<file path="src/rtl/arb_pkg.sv">
// Shared types and helpers for the arbitro_rr4 round-robin arbiter.
//   NUM_REQ     : number of requesters sharing the data path (A..D)
//   req_idx_t   : index of one requester, also the mux select width
//   arb_state_t : arbiter FSM state
//   onehot()    : converts a requester index into a one-hot grant vector
package arb_pkg;

   localparam int NUM_REQ = 4;

   typedef logic [1:0] req_idx_t;

   typedef enum logic {IDLE, GRANT} arb_state_t;

   function automatic logic [NUM_REQ-1:0] onehot(input req_idx_t idx);
      onehot      = '0;
      onehot[idx] = 1'b1;
   endfunction

endpackage

</file>
<file path="src/rtl/arbitro_rr4_if.sv">
// Request/grant/data bundle between the four requesters and the arbiter.
//   req        : request vector, bit i = requester i (0=A .. 3=D)
//   datoA..D   : requester data words, BITS wide
//   grant      : one-hot current owner, 0000 when idle
//   selDato    : index of the current owner (mux select)
//   datoOutput : registered data word of the owner
//   datoValid  : datoOutput carries data captured from an owner
// Modports: master = requester side, slave = arbiter side.
interface arbitro_rr4_if #(
   parameter int BITS = 32
);
   import arb_pkg::*;

   logic [NUM_REQ-1:0] req;
   logic [BITS-1:0]    datoA;
   logic [BITS-1:0]    datoB;
   logic [BITS-1:0]    datoC;
   logic [BITS-1:0]    datoD;
   logic [NUM_REQ-1:0] grant;
   req_idx_t           selDato;
   logic [BITS-1:0]    datoOutput;
   logic               datoValid;

   modport master (
      output req, datoA, datoB, datoC, datoD,
      input  grant, selDato, datoOutput, datoValid
   );

   modport slave (
      input  req, datoA, datoB, datoC, datoD,
      output grant, selDato, datoOutput, datoValid
   );

endinterface

</file>
<file path="src/rtl/multiplexor4.sv">
// Combinational 4:1 data multiplexor.
//   a, b, c, d : BITS-wide inputs selected by sel = 0, 1, 2, 3
//   sel        : select index
//   y          : selected word
module multiplexor4
   import arb_pkg::*;
#(
   parameter int BITS = 32
) (
   input  logic [BITS-1:0] a,
   input  logic [BITS-1:0] b,
   input  logic [BITS-1:0] c,
   input  logic [BITS-1:0] d,
   input  req_idx_t        sel,
   output logic [BITS-1:0] y
);

   always_comb begin
      case (sel)
         2'd0:    y = a;
         2'd1:    y = b;
         2'd2:    y = c;
         default: y = d;
      endcase
   end

endmodule

</file>
<file path="src/rtl/arbitro_rr4.sv">
// Round-robin arbiter sharing one BITS-wide data path between four
// requesters. The owner keeps the path while its request stays high; when it
// drops, the next pending requester (searched from owner+1, wrapping 3->0)
// takes over on the very next edge with no idle cycle. The selected word is
// registered one cycle after the grant together with a valid flag.
//   clk    : system clock, rising edge
//   reset  : synchronous active-high reset
//   bus    : arbitro_rr4_if.slave (req, datoA..D in; grant, selDato,
//            datoOutput, datoValid out)
// Optional feature, macro ARB_TIMEOUT_EN: bounds one owner's tenure to
// MAX_HOLD cycles when another requester is waiting.
module arbitro_rr4
   import arb_pkg::*;
#(
   parameter int BITS     = 32,
   parameter int MAX_HOLD = 16
) (
   input logic         clk,
   input logic         reset,
   arbitro_rr4_if.slave bus
);

   arb_state_t         state;
   req_idx_t           last_grant;
   logic [BITS-1:0]    mux_out;
   logic [NUM_REQ-1:0] cand;
   req_idx_t           pick;
   req_idx_t           pick_try;
   logic               found;

`ifdef ARB_TIMEOUT_EN
   localparam logic [7:0] HOLD_LAST = 8'(MAX_HOLD - 1);
   logic [7:0] hold_cnt;
`else
   logic [7:0] max_hold_unused;
   assign max_hold_unused = 8'(MAX_HOLD);
`endif

   multiplexor4 #(.BITS(BITS)) u_mux (
      .a   (bus.datoA),
      .b   (bus.datoB),
      .c   (bus.datoC),
      .d   (bus.datoD),
      .sel (bus.selDato),
      .y   (mux_out)
   );

   // Picker: while granted, the owner is masked so it can only win again
   // after every other requester has been considered.
   always_comb begin
      cand = bus.req;
      if (state == GRANT) begin
         cand = bus.req & ~onehot(bus.selDato);
      end
      found    = 1'b0;
      pick     = last_grant;
      pick_try = '0;
      for (int k = 1; k <= NUM_REQ; k++) begin
         pick_try = last_grant + req_idx_t'(k);
         if (!found && cand[pick_try]) begin
            found = 1'b1;
            pick  = pick_try;
         end
      end
   end

   always_ff @(posedge clk) begin
      if (reset) begin
         state          <= IDLE;
         bus.grant      <= '0;
         bus.selDato    <= '0;
         bus.datoOutput <= '0;
         bus.datoValid  <= 1'b0;
         last_grant     <= 2'd3;
`ifdef ARB_TIMEOUT_EN
         hold_cnt       <= '0;
`endif
      end else begin
         // Data stage: capture the owner's word one cycle after the grant.
         bus.datoValid <= (state == GRANT);
         if (state == GRANT) begin
            bus.datoOutput <= mux_out;
         end

         case (state)
            IDLE: begin
               if (found) begin
                  state       <= GRANT;
                  bus.grant   <= onehot(pick);
                  bus.selDato <= pick;
                  last_grant  <= pick;
`ifdef ARB_TIMEOUT_EN
                  hold_cnt    <= '0;
`endif
               end
            end
            GRANT: begin
               if (!bus.req[bus.selDato]) begin
                  if (found) begin
                     bus.grant   <= onehot(pick);
                     bus.selDato <= pick;
                     last_grant  <= pick;
                  end else begin
                     state     <= IDLE;
                     bus.grant <= '0;
                  end
`ifdef ARB_TIMEOUT_EN
                  hold_cnt <= '0;
`endif
               end
`ifdef ARB_TIMEOUT_EN
               else if (hold_cnt == HOLD_LAST) begin
                  // Tenure used up: yield only if someone else is waiting,
                  // otherwise stay saturated and keep the grant.
                  if (found) begin
                     bus.grant   <= onehot(pick);
                     bus.selDato <= pick;
                     last_grant  <= pick;
                     hold_cnt    <= '0;
                  end
               end else begin
                  hold_cnt <= hold_cnt + 8'd1;
               end
`endif
            end
         endcase
      end
   end

endmodule

</file>
<file path="src/flat_wrapper.sv">
// flat-port wrapper written by rule: the top's interface ports become plain ports
module arbitro_rr4_flat import arb_pkg::*;
#(
   parameter int BITS     = 32,
   parameter int MAX_HOLD = 16
)
  (clk, reset, bus_req, bus_datoA, bus_datoB, bus_datoC, bus_datoD, bus_grant, bus_selDato, bus_datoOutput, bus_datoValid);
  arbitro_rr4_if #(.BITS(BITS)) bus_i ();
  input logic clk;
  input logic reset;
  input wire logic [$bits(bus_i.req)-1:0] bus_req;
  input wire logic [$bits(bus_i.datoA)-1:0] bus_datoA;
  input wire logic [$bits(bus_i.datoB)-1:0] bus_datoB;
  input wire logic [$bits(bus_i.datoC)-1:0] bus_datoC;
  input wire logic [$bits(bus_i.datoD)-1:0] bus_datoD;
  output wire logic [$bits(bus_i.grant)-1:0] bus_grant;
  output wire logic [$bits(bus_i.selDato)-1:0] bus_selDato;
  output wire logic [$bits(bus_i.datoOutput)-1:0] bus_datoOutput;
  output wire logic [$bits(bus_i.datoValid)-1:0] bus_datoValid;
  assign bus_i.req = bus_req;
  assign bus_i.datoA = bus_datoA;
  assign bus_i.datoB = bus_datoB;
  assign bus_i.datoC = bus_datoC;
  assign bus_i.datoD = bus_datoD;
  assign bus_grant = bus_i.grant;
  assign bus_selDato = bus_i.selDato;
  assign bus_datoOutput = bus_i.datoOutput;
  assign bus_datoValid = bus_i.datoValid;
  arbitro_rr4 #(.BITS(BITS), .MAX_HOLD(MAX_HOLD)) u_core (.clk(clk), .reset(reset), .bus(bus_i));
endmodule
</file>
<file path="config.mk">
export PLATFORM = sky130hd
export DESIGN_NAME = arbitro_rr4_flat
export DESIGN_NICKNAME = d
export VERILOG_FILES = /design/src/rtl/arb_pkg.sv /design/src/rtl/arbitro_rr4_if.sv /design/src/rtl/multiplexor4.sv /design/src/rtl/arbitro_rr4.sv /design/src/flat_wrapper.sv
export SDC_FILE = /design/constraint.sdc
export NUM_CORES = 1
export LEC_CHECK = 0
export CORE_MARGIN = 5
export CORE_UTILIZATION = 36
export DETAILED_ROUTE_END_ITERATION = 8
export PLACE_DENSITY = 0.82
export REMOVE_ABC_BUFFERS = 1
export SYNTH_ARGS = -nofsm -noshare
export SYNTH_HDL_FRONTEND = slang
export SYNTH_HIERARCHICAL = 1
export SYNTH_SLANG_ARGS = --single-unit
</file>
<file path="constraint.sdc">
create_clock -name clk -period 1.9 [get_ports clk]
set_input_delay 0.475 -clock clk [delete_from_list [all_inputs] [get_ports clk]]
set_output_delay 0.475 -clock clk [all_outputs]
set_load 0.05 [all_outputs]
</file>
Word-level counts from Yosys, hierarchy flattened

Cells that the tools add are included.

Add/subtract/negate cells: 3
Magnitude comparators: 8
Eq/ne operators: 4
Multiplexer cells: 37
Bitwise logic cells: 3
Reductions and logical operators: 10

Operators by type and width:

| operator                                                                 | number |
|---|---|
| 32-bit case mux with 3 select lines                                      | 1 |
| 2-bit by 3-bit < comparator with 1-bit output (second input constant)    | 6 |
| 2-bit 2-to-1 mux                                                         | 8 |
| 4-bit 2-to-1 mux                                                         | 4 |
| 1-bit 2-to-1 mux                                                         | 13 |
| 1-bit binary-select mux with 2-bit select                                | 5 |
| 2-bit case mux with 2 select lines                                       | 2 |
| 4-bit case mux with 2 select lines                                       | 1 |
| 1-bit logical AND                                                        | 5 |
| 2-bit adder (second input constant)                                      | 2 |
| 4-bit AND                                                                | 1 |
| 1-bit demux with 2-bit select                                            | 2 |
| 2-bit by 1-bit >= comparator with 1-bit output (second input constant)   | 2 |
| 4-bit inverter                                                           | 1 |
| 1-bit logical NOT                                                        | 3 |
| 2-bit by 1-bit adder with 2-bit output (second input constant)           | 1 |
| 2-bit by 1-bit equality test with 1-bit output (second input constant)   | 1 |
| 2-bit equality test (second input constant)                              | 1 |
| 2-bit logical NOT                                                        | 1 |
| 2-bit by 1-bit inequality test with 1-bit output (second input constant) | 1 |
| 2-bit inequality test (second input constant)                            | 1 |
| 1-bit case mux with 2 select lines                                       | 1 |
| 2-bit AND reduction                                                      | 1 |
| 1-bit inverter                                                           | 1 |

Bits in registers: 42
Bits of input ports: 134
Output and inout port bits: 39
Word-level logic and storage cells: 71

Longest topological paths before layout

Gate-level depths: netlist (run 1).

Depth in word-level cells: 26
Mapped depth: 6
Gate-level depth less buffers: 5

Cells and area by module

Netlist (run 1), hierarchy kept.

Modules (own cells, without submodules):

| module       | instances | cells each | area each (sq um) | sequential area each (sq um) |
|---|---|---|---|---|
| arbitro_rr4  | 1         | 168        | 1730.4            | 840.8 |
| multiplexor4 | 1         | 39         | 814.5             | 0.0 |

Least setup slack after synthesis (run 1)

No wires, ideal clock.

Path kind: register to register
From: register u_core.bus.selDato[0]
To: register u_core.bus.grant[2]
Library setup time: 0.117 ns
Data arrival time: 1.961 ns
Required time: 1.783 ns
Setup slack: -0.177 ns
Stages on the path, launching flop included: 7
Buffers on the path: 1
Period minus slack after synthesis: 2.077 ns
Path through: dfxtp_1 -> buf_6 -> mux2_4 -> o22a_4 -> a211o_1 -> nor3b_2 -> a22o_1

Word-level cells in the longest chain between the ends: 26
Elaborated cells between the ends (all ways): 44
Classes of those cells: order compare: 4; eq/ne: 2; mux: 27; bitwise: 2; reduce/logical: 9

RTL lines:

| item                                                                                                                                  | RTL line             | source |
|---|---|---|
| start: declaration                                                                                                                    | arbitro_rr4_if.sv:31 | `output grant, selDato, datoOutput, datoValid` |
| start signal: assignment                                                                                                              | arbitro_rr4.sv:90    | `bus.selDato <= pick;` |
| start signal: assignment                                                                                                              | arbitro_rr4.sv:101   | `bus.selDato <= pick;` |
| 2-bit by 3-bit < comparator with 1-bit output (implied by the code) or 2-bit by 1-bit >= comparator with 1-bit output (tied branches) | arb_pkg.sv:16        | `onehot[idx] = 1'b1;` |
| 1-bit logical AND (implied by the code)                                                                                               | arb_pkg.sv:16        |  |
| 1-bit 2-to-1 mux (implied by the code)                                                                                                | arb_pkg.sv:16        |  |
| 1-bit demux with 2-bit select                                                                                                         | --                   |  |
| 4-bit inverter                                                                                                                        | arbitro_rr4.sv:53    | `cand = bus.req & ~onehot(bus.selDato);` |
| 4-bit AND                                                                                                                             | arbitro_rr4.sv:53    |  |
| 4-bit 2-to-1 mux                                                                                                                      | arbitro_rr4.sv:52    | `if (state == GRANT) begin` |
| 1-bit binary-select mux with 2-bit select                                                                                             | arbitro_rr4.sv:60    | `if (!found && cand[pick_try]) begin` |
| [... 10 more ...]                                                                                                                     | --                   |  |
| 2-bit 2-to-1 mux                                                                                                                      | arbitro_rr4.sv:60    |  |
| 2-bit by 3-bit < comparator with 1-bit output (implied by the code) or 2-bit by 1-bit >= comparator with 1-bit output (tied branches) | arb_pkg.sv:16        |  |
| 1-bit logical AND (implied by the code)                                                                                               | arb_pkg.sv:16        |  |
| 1-bit 2-to-1 mux (implied by the code)                                                                                                | arb_pkg.sv:16        |  |
| 1-bit demux with 2-bit select                                                                                                         | --                   |  |
| 4-bit 2-to-1 mux                                                                                                                      | arbitro_rr4.sv:99    | `if (found) begin` |
| 4-bit 2-to-1 mux                                                                                                                      | arbitro_rr4.sv:98    | `if (!bus.req[bus.selDato]) begin` |
| 4-bit case mux with 2 select lines                                                                                                    | arbitro_rr4.sv:85    | `case (state)` |
| end signal: assignment                                                                                                                | arbitro_rr4.sv:89    | `bus.grant <= onehot(pick);` |
| end signal: assignment                                                                                                                | arbitro_rr4.sv:100   | `bus.grant <= onehot(pick);` |
| end: declaration                                                                                                                      | arbitro_rr4_if.sv:31 |  |

Parallel ways exist; a longest one is shown, timed or not. The select of a mux whose other input is x is not followed.
A chain may end at the register's enable or synchronous reset.

Final worst setup path (run 1)

From: input port bus_req[0]
To: register u_core.bus.grant[0]

Word-level cells in the longest chain between the ends: 21
Elaborated cells between the ends (all ways): 38
Classes of those cells: order compare: 2; eq/ne: 2; mux: 25; bitwise: 1; reduce/logical: 8

RTL lines:

| item                                                                                                                                  | RTL line           | source |
|---|---|---|
| start: declaration                                                                                                                    | flat_wrapper.sv:11 | `input wire logic [$bits(bus_i.req)-1:0] bus_req;` |
| 4-bit AND                                                                                                                             | arbitro_rr4.sv:53  |  |
| 4-bit 2-to-1 mux                                                                                                                      | arbitro_rr4.sv:52  |  |
| 1-bit binary-select mux with 2-bit select                                                                                             | arbitro_rr4.sv:60  |  |
| 1-bit 2-to-1 mux (implied by the code)                                                                                                | arbitro_rr4.sv:60  |  |
| 1-bit 2-to-1 mux                                                                                                                      | arbitro_rr4.sv:60  |  |
| 1-bit logical NOT                                                                                                                     | arbitro_rr4.sv:60  |  |
| 1-bit logical AND                                                                                                                     | arbitro_rr4.sv:60  |  |
| 1-bit 2-to-1 mux                                                                                                                      | arbitro_rr4.sv:60  |  |
| [... 5 more ...]                                                                                                                      | --                 |  |
| 2-bit 2-to-1 mux                                                                                                                      | arbitro_rr4.sv:60  |  |
| 2-bit by 3-bit < comparator with 1-bit output (implied by the code) or 2-bit by 1-bit >= comparator with 1-bit output (tied branches) | arb_pkg.sv:16      |  |
| 1-bit logical AND (implied by the code)                                                                                               | arb_pkg.sv:16      |  |
| 1-bit 2-to-1 mux (implied by the code)                                                                                                | arb_pkg.sv:16      |  |
| 1-bit demux with 2-bit select                                                                                                         | --                 |  |
| 4-bit 2-to-1 mux                                                                                                                      | arbitro_rr4.sv:99  |  |
| 4-bit 2-to-1 mux                                                                                                                      | arbitro_rr4.sv:98  |  |
| 4-bit case mux with 2 select lines                                                                                                    | arbitro_rr4.sv:85  |  |

Parallel ways exist; a longest one is shown, timed or not. The select of a mux whose other input is x is not followed.

==> metrics.txt, run 1 <==
FF-to-FF path depth 7; Synth Flop Type dfxtp_1; synth top area cells dfxtp_1 33%, mux4_2 27%, mux2i_1 13%; worst hold path cell count 1; Peak Freq 540 MHz; Total GRT Usage 17.9%; Warnings, synthesis 6; RSZ-0062 raised after global routing false; DRT antenna net count 0; Total Wirelength 8160 um; DRC 0; PwrDens 919 nW/um^2; most used cell, CP buf_4; CP max stage delay 0.53 ns; drt first pass iters 4; Worst Path Arrival 2.08 ns; Worst-Skew Late Latency 0.28 ns; EDFF count, synth 0; post-layout minimum cycle time 1.85 ns; status complete, no violations; Synth cell types 39; final setup fails 0; Setup Skew 0.00375 ns; Largest delay share family, worst path buffers and inverters; largest net degree at the start of global routing 28; synthesized area 2540 um^2; cell at the slowest stage of the critical path clkdlybuf4s50_1; FP Rows 30; hold_ws 0.482 ns; mean post-synth cell area 12.3 um^2; Vias/cell 5.00; Clk pin slew, worst setup/hold paths 0.07 ns; Worst VDD drop 0.000670 V; critical path type input port to flop; CP Max Fanout 4; worst-margin pin slew 0.452 ns; die height 94.1 um; crit path capture type flop; Die ar. 8850 um^2; GRT overflow 0; clock buffer depth 2; share of post-route cells with drive strength above 1 28.0%; estimated wirelength of the detail-placed design 6730 um; initial antenna violation count 0; Hold WC Path Type flop to flop; Static Leakage 0.00180 uW; Final period util 97.5%; CTS H-Tree Depth 2; Final Wtd Congestion 0.880; register bit total from synthesis 42; vias in the first global route 2567; post-synth top area cell dfxtp_1; initial drt markers 55; Starting Density 37.3%; total CTS buffers 5; critical path depth 7; Slew Viols, Final 0; max-cap violations 0; worst path cell trace clkdlybuf4s50_1 > buf_4 > nand3_1 > a31o_2 > a311oi_1 > buf_4 > a22o_1; Buffers on Ports 172; Seq/Total Area, Yosys 33.0%; via count 2408; first-pass GRT wire length 12500 um; Async SR Flop Fraction 0%; leading cell types in the layout, fill and taps excluded 130 x clkdlybuf4s50_1, 52 x buf_4, 39 x nor2_1, 39 x dfxtp_1, 33 x mux2i_1; Worst slew margin 69.9%; most common cell after layout, fill and taps aside clkdlybuf4s50_1; Core Box Area 6830 um^2; fin util 64.8%; IO Count 173; type of origin of the critical path input port; CTS tree built; n_diodes 0; CP Buf/Inv Count 3; Crit path required time 2.13 ns; share of the synthesized area in the top cell type 33.0%; Root Buffer clkbuf_8; Post-CTS Hold Buffers 0; Syn Inst Count 207; WL/cell 16.9 um; Die X-Extent 94.1 um; fin nets 519; Sink Count 42; final number of hold-violating endpoints 0; area grow syn2layout 73.8%
## sequential cells by signal, indices dropped and copies added, names as in the netlist
signal                 cells
u_core/last_grant          2
u_core/bus.grant           4
u_core/bus.datoOutput     32
u_core/state               1
u_core/bus.datoValid       1
u_core/bus.selDato         2
## stage by stage
| step | power, uW | area, um^2 | instances | setup slack [ns] | setup TNS (ns) |
|---|---|---|---|---|---|
| detailed placement | 3410 | 4300 | 474 | -0.335 | -2.39 |
| global route | 4290 | 4420 | 482 | 0.00684 | 0 |
| CTS | 4100 | 4410 | 482 | 0.0484 | 0 |
| floorplan | 2580 | 2390 | 190 | -1.38 | -43.23 |
| finish | 4060 | 4420 | 482 | 0.0471 | 0 |
| global placement | 3370 | 4300 | 474 | -0.297 | -2.05 |
## routing by layer
metal / part of all wire [%] / vias to the layer above / global-route usage (%) / routed length [um]
met2: 52 / 103 / 33.4 / 4210
met4: 0.77 / 0 / 2.89 / 63
met5: 0 / - / 0 / 0
met1: 39 / 1150 / 20.3 / 3200
met3: 8.4 / 9 / 5.37 / 683
li1: - / 1146 / - / -
## synthesized netlist by cell type, types with 2 or more instances
| library cell | number |
|---|---|
| buf_2 | 6 |
| clkbuf_1 | 4 |
| buf_6 | 3 |
| mux4_2 | 30 |
| and2b_2 | 2 |
| a22o_1 | 4 |
| nor3_1 | 3 |
| dfxtp_1 | 42 |
| a31o_2 | 2 |
| mux4_1 | 3 |
| mux2i_1 | 33 |
| nand2_1 | 4 |
| buf_12 | 3 |
| nor2_1 | 40 |
| a21oi_1 | 4 |
## repair_timing
item | 4_1_cts | 5_1_grt
setup buffers | 0 | 0
pin swaps | 0 | 0
hold endpoints to repair | 0 | 0
cloned | 0 | 0
setup endpoints to repair | 5 | 5
gates resized for setup | 5 | 4
## kinds of logic (layout without fill, tap and decap cells)
group                  count (synthesis)  in the layout  share of synthesized area [%]
AOI/OAI and AO/OA                     23             23                           7.33
buffers and inverters                 18            197                           6.19
DFF                                   42             42                           33.0
muxes                                 67             67                           43.2
and+or+nand+nor                       57             57                           10.2
## power by group
group | leakage, uW | total, uW | switching (uW) | internal (uW)
sequential | 0.000347 | 1160 | 124 | 1040
clock | 0.0000524 | 675 | 282 | 393
combinational | 0.00140 | 2220 | 1120 | 1110
## worst reg2reg max path, stage by stage, from the launching register on
cell and delay [ns]:
dfxtp_2 0.40, buf_4 0.24, nand2b_1 0.16, nand3_1 0.08
a31o_2 0.27, a311oi_1 0.28, buf_4 0.19, a22o_1 0.13
## layout make-up
cell class	count	area, um^2
fillers	562	2410
multi-input cells	147	1570
flip-flops and latches	42	845
inverters	1	3.75
clock buffers	7	76.3
clock inverters	1	30.0
well taps	96	120
repair buffers	188	1780
## final timing paths
path                                      start                                to  slack [ns]
max                                  bus_req[0]  u_core/bus.grant[0]$_SDFFE_PP0P_        0.05
min            u_core/bus.grant[1]$_SDFFE_PP0P_  u_core/bus.grant[1]$_SDFFE_PP0P_        0.48
max reg2reg  u_core/bus.selDato[1]$_SDFFE_PP0P_  u_core/bus.grant[0]$_SDFFE_PP0P_        0.10
min reg2reg    u_core/bus.grant[1]$_SDFFE_PP0P_  u_core/bus.grant[1]$_SDFFE_PP0P_        0.48
(Power assumes the default switching activity.)
==> run 2: changes to the inputs <==
Settings changed: SETUP_SLACK_MARGIN set to 0.15.
==> run 2 against run 1 <==
Compared with the run above: die area is the same; cell count did not move; clock power hardly changed; critical path depth shrank 1; total power rose by 0.93%; via count down 0.12%; sequential share of layout area is 0.051 points higher; core utilization up 0.40 points; first-iteration DRC count rose by 18%; sequential power hardly changed; flip-flop and latch count did not move.
==> metrics.txt, run 2 (same netlist as run 1, synthesis figures left out) <==
vias in the first global route 2572 (was 2567); initial antenna violation count 0 (unchanged); clock power share 16.4% (was 16.6%); Post-CTS Hold Buffers 0 (unchanged); total CTS buffers 5 (unchanged); Die ar. 8850 um^2 (unchanged); Setup Skew 0.00361 ns (was 0.00375 ns); share of post-route cells with drive strength above 1 28.2% (was 28.0%); WL/cell 17.1 um (was 16.9 um); DRT antenna net count 0 (unchanged); RSZ-0062 raised after global routing true (was false); largest net degree at the start of global routing 28 (unchanged); GRT overflow 0 (unchanged); Biggest register u_core/bus.datoOutput (unchanged); die height 94.1 um (unchanged); area of the multi-input gates 1570 um^2 (about the same); fin nets 519 (unchanged); CTS tree built (unchanged); most common cell after layout, fill and taps aside clkdlybuf4s50_1 (unchanged); Final period util 90.3% (was 97.5%); Starting Density 37.3% (unchanged); Internal Pwr Total 2560 uW (was 2540 uW); area grow syn2layout 74.9% (was 73.8%); critical path type input port to flop (unchanged); combinational power share 54.9% (was 54.7%); post-layout minimum cycle time 1.72 ns (was 1.85 ns); Worst VDD drop 0.000672 V (was 0.000670 V); type of origin of the critical path input port (unchanged); Reg power frac 28.7% (about the same); Slew Viols, Final 0 (unchanged); Core Box Area 6830 um^2 (unchanged); Worst slew margin 68.6% (was 69.9%); first-pass GRT wire length 12600 um (was 12500 um); Crit path required time 2.08 ns (was 2.13 ns); n_diodes 0 (unchanged); estimated wirelength of the detail-placed design 6730 um (unchanged); setup ws final 0.184 ns (was 0.0471 ns); IO Count 173 (unchanged); CTS H-Tree Depth 2 (unchanged); PwrDens 921 nW/um^2 (was 919 nW/um^2); Sw Ratio 37.5% (about the same); Root Buffer clkbuf_8 (unchanged); clock buffer depth 2 (unchanged); pre-CTS setup slack -0.335 ns (unchanged); worst-margin pin slew 0.467 ns (was 0.452 ns); fillers 558 (was 562); leading cell types in the layout, fill and taps excluded 129 x clkdlybuf4s50_1, 49 x buf_4, 39 x nor2_1, 39 x dfxtp_1, 33 x mux2i_1 (was 130 x clkdlybuf4s50_1, 52 x buf_4, 39 x nor2_1, 39 x dfxtp_1, 33 x mux2i_1); initial drt markers 65 (was 55); Worst-Skew Late Latency 0.28 ns (about the same); Final Power 4100 uW (was 4060 uW); Hold WC Path Type flop to flop (unchanged); FP Rows 30 (unchanged); max-cap violations 0 (unchanged); fin util 65.2% (was 64.8%); Psw 1540 uW (was 1520 uW); via count 2405 (was 2408); setup repair bufs after CTS 0 (unchanged); Top Registers u_core/bus.datoOutput x32, u_core/bus.grant x4 (unchanged); Vias/cell 4.99 (was 5.00); CP Max Fanout 5 (was 4); DRC 0 (unchanged); Final Wtd Congestion 0.880 (unchanged); max reg flops 32 (unchanged); Total GRT Usage 18.1% (was 17.9%); Clk pin slew, worst setup/hold paths 0.08 ns (was 0.07 ns); Buffers on Ports 172 (unchanged); Sink Count 42 (unchanged); Peak Freq 583 MHz (was 540 MHz); FF+latch area 852 um^2 (was 845 um^2); crit path capture type flop (unchanged); hold_ws 0.482 ns (about the same); Worst Path Arrival 1.90 ns (was 2.08 ns); final setup fails 0 (unchanged); Static Leakage 0.00180 uW (about the same); status complete, no violations (unchanged); Die X-Extent 94.1 um (unchanged); final number of hold-violating endpoints 0 (unchanged); drt first pass iters 4 (unchanged); Total Wirelength 8230 um (was 8160 um)
[run 2: layout make-up]
type	count	area share, %
clock buffer	7	1.71
tap	96	2.70
multi-input combinational	147	35.3
clock inverter	1	0.675
inverter	1	0.0843
sequential	42	19.1
timing repair buffer	188	40.4
[run 2: critical path, stage by stage]
cell,delay (ns)
dlygate4sd2_1,0.29
mux2_4,0.28
o22a_4,0.20
a211o_1,0.29
nor3b_2,0.17
a22o_1,0.18
[run 2: timing repair]
action	CTS	global route
setup endpoints to repair	8	9
pin swaps	0	0
gates resized for setup	11	10
endpoints found under the hold margin	0	0
[run 2: through the flow]
stage	instances	area [um^2]	TNS [ns]
finish	482	4450	0
global route	482	4450	0
CTS	482	4420	0
detailed placement	474	4300	-2.39
global placement	474	4300	-2.05
floorplan	190	2390	-43.23
[run 2: metal layers]
metal	global-route usage, %	up-vias	wire, um
met2	34.2	102	4320
met3	5.29	5	703
li1	-	1150	-
met1	20.4	1148	3170
met4	2.53	0	40
met5	0	-	0
[run 2: path summary, 6_finish.rpt]
check	startpoint	to	slack, ns	depth (start not counted)
setup / recovery	bus_req[2]	u_core/bus.grant[3]$_SDFFE_PP0P_	0.18	6
setup reg to reg	u_core/bus.selDato[0]$_SDFFE_PP0P_	u_core/bus.grant[3]$_SDFFE_PP0P_	0.21	5
hold / removal	u_core/bus.grant[1]$_SDFFE_PP0P_	u_core/bus.grant[1]$_SDFFE_PP0P_	0.48	1
hold reg to reg	u_core/bus.grant[1]$_SDFFE_PP0P_	u_core/bus.grant[1]$_SDFFE_PP0P_	0.48	1
[run 2: power by group through the flow]
stage	Combinational (uW)	Sequential (uW)	Clock [uW]
final	2250	1180	674
after global routing	2390	1200	738
after CTS	2260	1170	697
after detailed placement	2230	1180	0
after global placement	2200	1180	0
after floorplan	787	1800	0
==> run 3: changes to the inputs <==
Settings changed: GPL_TIMING_DRIVEN set to 0.
==> run 3 against run 2 <==
Compared with the run above: setup slack got worse by 0.040 ns; non-clock buffer count is 1 higher; fmax is 2.3% lower; global-route usage increased by 0.48 points; die area did not move; flip-flop and latch count unchanged; design area is 2.7% higher; clock power up 1%; critical path depth unchanged; largest cell class unchanged; largest power group unchanged.
==> metrics.txt, run 3 (same netlist as run 1, synthesis figures left out) <==
fin util 66.9% (was 65.2%); Total GRT Usage 18.6% (was 18.1%); die height 94.1 um (unchanged); fin area 4570 um^2 (was 4450 um^2); Total Wirelength 8850 um (was 8230 um); initial antenna violation count 0 (unchanged); Worst-Skew Late Latency 0.28 ns (about the same); worst-margin pin slew 0.820 ns (was 0.467 ns); FF-to-FF path depth 6 (was 5); Crit path required time 2.08 ns (about the same); first-pass GRT wire length 12900 um (was 12600 um); initial drt markers 77 (was 65); drt first pass iters 5 (was 4); CTS tree built (unchanged); placed cell area 4270 um^2 (was 4300 um^2); Worst VDD drop 0.000545 V (was 0.000672 V); RSZ-0062 raised after global routing true (unchanged); max-cap violations 0 (unchanged); Post-CTS Hold Buffers 0 (unchanged); fin nets 520 (was 519); Slew Viols, Final 0 (unchanged); vias in the first global route 2543 (was 2572); PwrDens 911 nW/um^2 (was 921 nW/um^2); DRC 0 (unchanged); type of origin of the critical path flop (was input port); Top Registers u_core/bus.datoOutput x32, u_core/bus.grant x4 (unchanged); area grow syn2layout 79.7% (was 74.9%); via count 2457 (was 2405); Worst slew margin 45.3% (was 68.6%); Setup Skew 0.00546 ns (was 0.00361 ns); Placed Cells 460 (was 474); status complete, no violations (unchanged); estimated wirelength of the detail-placed design 6330 um (was 6730 um); Worst Min Path Start u_core/bus.grant[0]$_SDFFE_PP0P_ (was u_core/bus.grant[1]$_SDFFE_PP0P_); Sink Count 42 (unchanged); clock buffer depth 2 (unchanged); most common cell after layout, fill and taps aside clkdlybuf4s50_1 (unchanged); Buffers on Ports 172 (unchanged); r2r endpoint u_core/bus.grant[2]$_SDFFE_PP0P_ (was u_core/bus.grant[3]$_SDFFE_PP0P_); Final Wtd Congestion 0.709 (was 0.880); CTS H-Tree Depth 2 (unchanged); leading cell types in the layout, fill and taps excluded 128 x clkdlybuf4s50_1, 40 x dlygate4sd2_1, 39 x nor2_1, 39 x dfxtp_1, 32 x mux2i_1 (was 129 x clkdlybuf4s50_1, 49 x buf_4, 39 x nor2_1, 39 x dfxtp_1, 33 x mux2i_1); Clk pin slew, worst setup/hold paths 0.08 ns (about the same); Worst Path Arrival 1.94 ns (was 1.90 ns); Core Box Area 6830 um^2 (unchanged); n_diodes 0 (unchanged); post-layout minimum cycle time 1.76 ns (was 1.72 ns); Vias/cell 5.09 (was 4.99); final setup fails 0 (unchanged); Static Leakage 0.00190 uW (was 0.00180 uW); IO Count 173 (unchanged); worst hold path cell count 1 (unchanged); Root Buffer clkbuf_8 (unchanged); Non-Filler Instances 483 (was 482); Die X-Extent 94.1 um (unchanged); max reg flops 32 (unchanged); Die ar. 8850 um^2 (unchanged); total CTS buffers 5 (unchanged); Hold WC Path Type flop to flop (unchanged); WL/cell 18.3 um (was 17.1 um); crit path capture type flop (unchanged); Biggest register u_core/bus.datoOutput (unchanged); CP Max Fanout 8 (was 5); Final period util 92.4% (was 90.3%); largest net degree at the start of global routing 43 (was 28); r2r startpoint u_core/state$_SDFF_PP0_ (was u_core/bus.selDato[0]$_SDFFE_PP0P_); GRT overflow 0 (unchanged); final number of hold-violating endpoints 0 (unchanged); Starting Density 37.3% (unchanged); Peak Freq 569 MHz (was 583 MHz); FP Rows 30 (unchanged); WHS Endpoint u_core/bus.grant[0]$_SDFFE_PP0P_ (was u_core/bus.grant[1]$_SDFFE_PP0P_); DRT antenna net count 0 (unchanged); FF-to-FF setup slack 0.14 ns (was 0.21 ns); share of post-route cells with drive strength above 1 20.7% (was 28.2%); Final Power 4160 uW (was 4100 uW); critical path type flop to flop (was input port to flop)
run 3: changes by cell type in the layout (fill, tap and decap cells not counted), moves of 2 or more:
| cell | previous run | this run |
|---|---|---|
| buf_4 | 49 | 10 |
| dlygate4sd2_1 | 4 | 40 |
| clkdlybuf4s15_2 | 0 | 3 |
| nand2_2 | 0 | 2 |
run 3: final cells by class:
cell class	instances	area (um^2)
fillers	558	2260
repair buffers	189	1880
multi-input cells	147	1610
flip-flops and latches	42	852
well taps	96	120
clock buffers	7	76.3
clock inverters	1	30.0
inverters	1	3.75
run 3: worst max-delay path by stage:
stage	depth (start not counted)	slack [ns]	to	from
6_report	6	0.14	u_core/bus.grant[2]$_SDFFE_PP0P_	u_core/state$_SDFF_PP0_
5_1_grt	6	0.06	u_core/bus.grant[2]$_SDFFE_PP0P_	bus_req[1]
4_1_cts	6	0.17	u_core/bus.grant[2]$_SDFFE_PP0P_	u_core/state$_SDFF_PP0_
3_5_place_dp	1	-0.51	bus_selDato[1]	u_core/bus.selDato[1]$_SDFFE_PP0P_
3_3_place_gp	5	-1.85	u_core/bus.selDato[0]$_SDFFE_PP0P_	u_core/bus.selDato[0]$_SDFFE_PP0P_
2_1_floorplan	5	-1.38	u_core/bus.selDato[0]$_SDFFE_PP0P_	u_core/bus.selDato[0]$_SDFFE_PP0P_
run 3: metal layers:
layer | global-route usage, % | up-vias | routed length [um]
li1 | - | 1151 | -
met1 | 19.9 | 1151 | 3170
met2 | 35.4 | 147 | 4700
met3 | 5.93 | 8 | 892
met4 | 3.61 | 0 | 82
met5 | 0 | - | 0
run 3: metrics by stage:
step	worst slack, ns	hold slack, ns	setup TNS, ns
5_1_grt	0.0602	0.495	0
4_1_cts	0.165	0.483	0
2_1_floorplan	-1.38	0.535	-43.23
3_3_place_gp	-1.85	0.466	-59.47
6_report	0.144	0.473	0
3_5_place_dp	-0.506	0.456	-5.65
run 3: repair_timing:
item / CTS / global route
endpoints found under the setup margin: 70 / 6
pin swaps: 1 / 4
cloned: 0 / 1
resized for setup: 55 / 11
setup buffers: 10 / 4
run 3: power by group:
| group | total (uW) | internal (uW) | switching, uW |
|---|---|---|---|
| clock | 681 | 393 | 288 |
| sequential | 1160 | 1040 | 113 |
| combinational | 2330 | 1140 | 1190 |
run 3: worst max-delay path, stage by stage, from the launching register on:
cell     delay (ns)
dfxtp_4        0.36
buf_12         0.13
and2b_2        0.22
a31o_4         0.23
a211o_1        0.32
nor3b_4        0.17
a22o_1         0.23
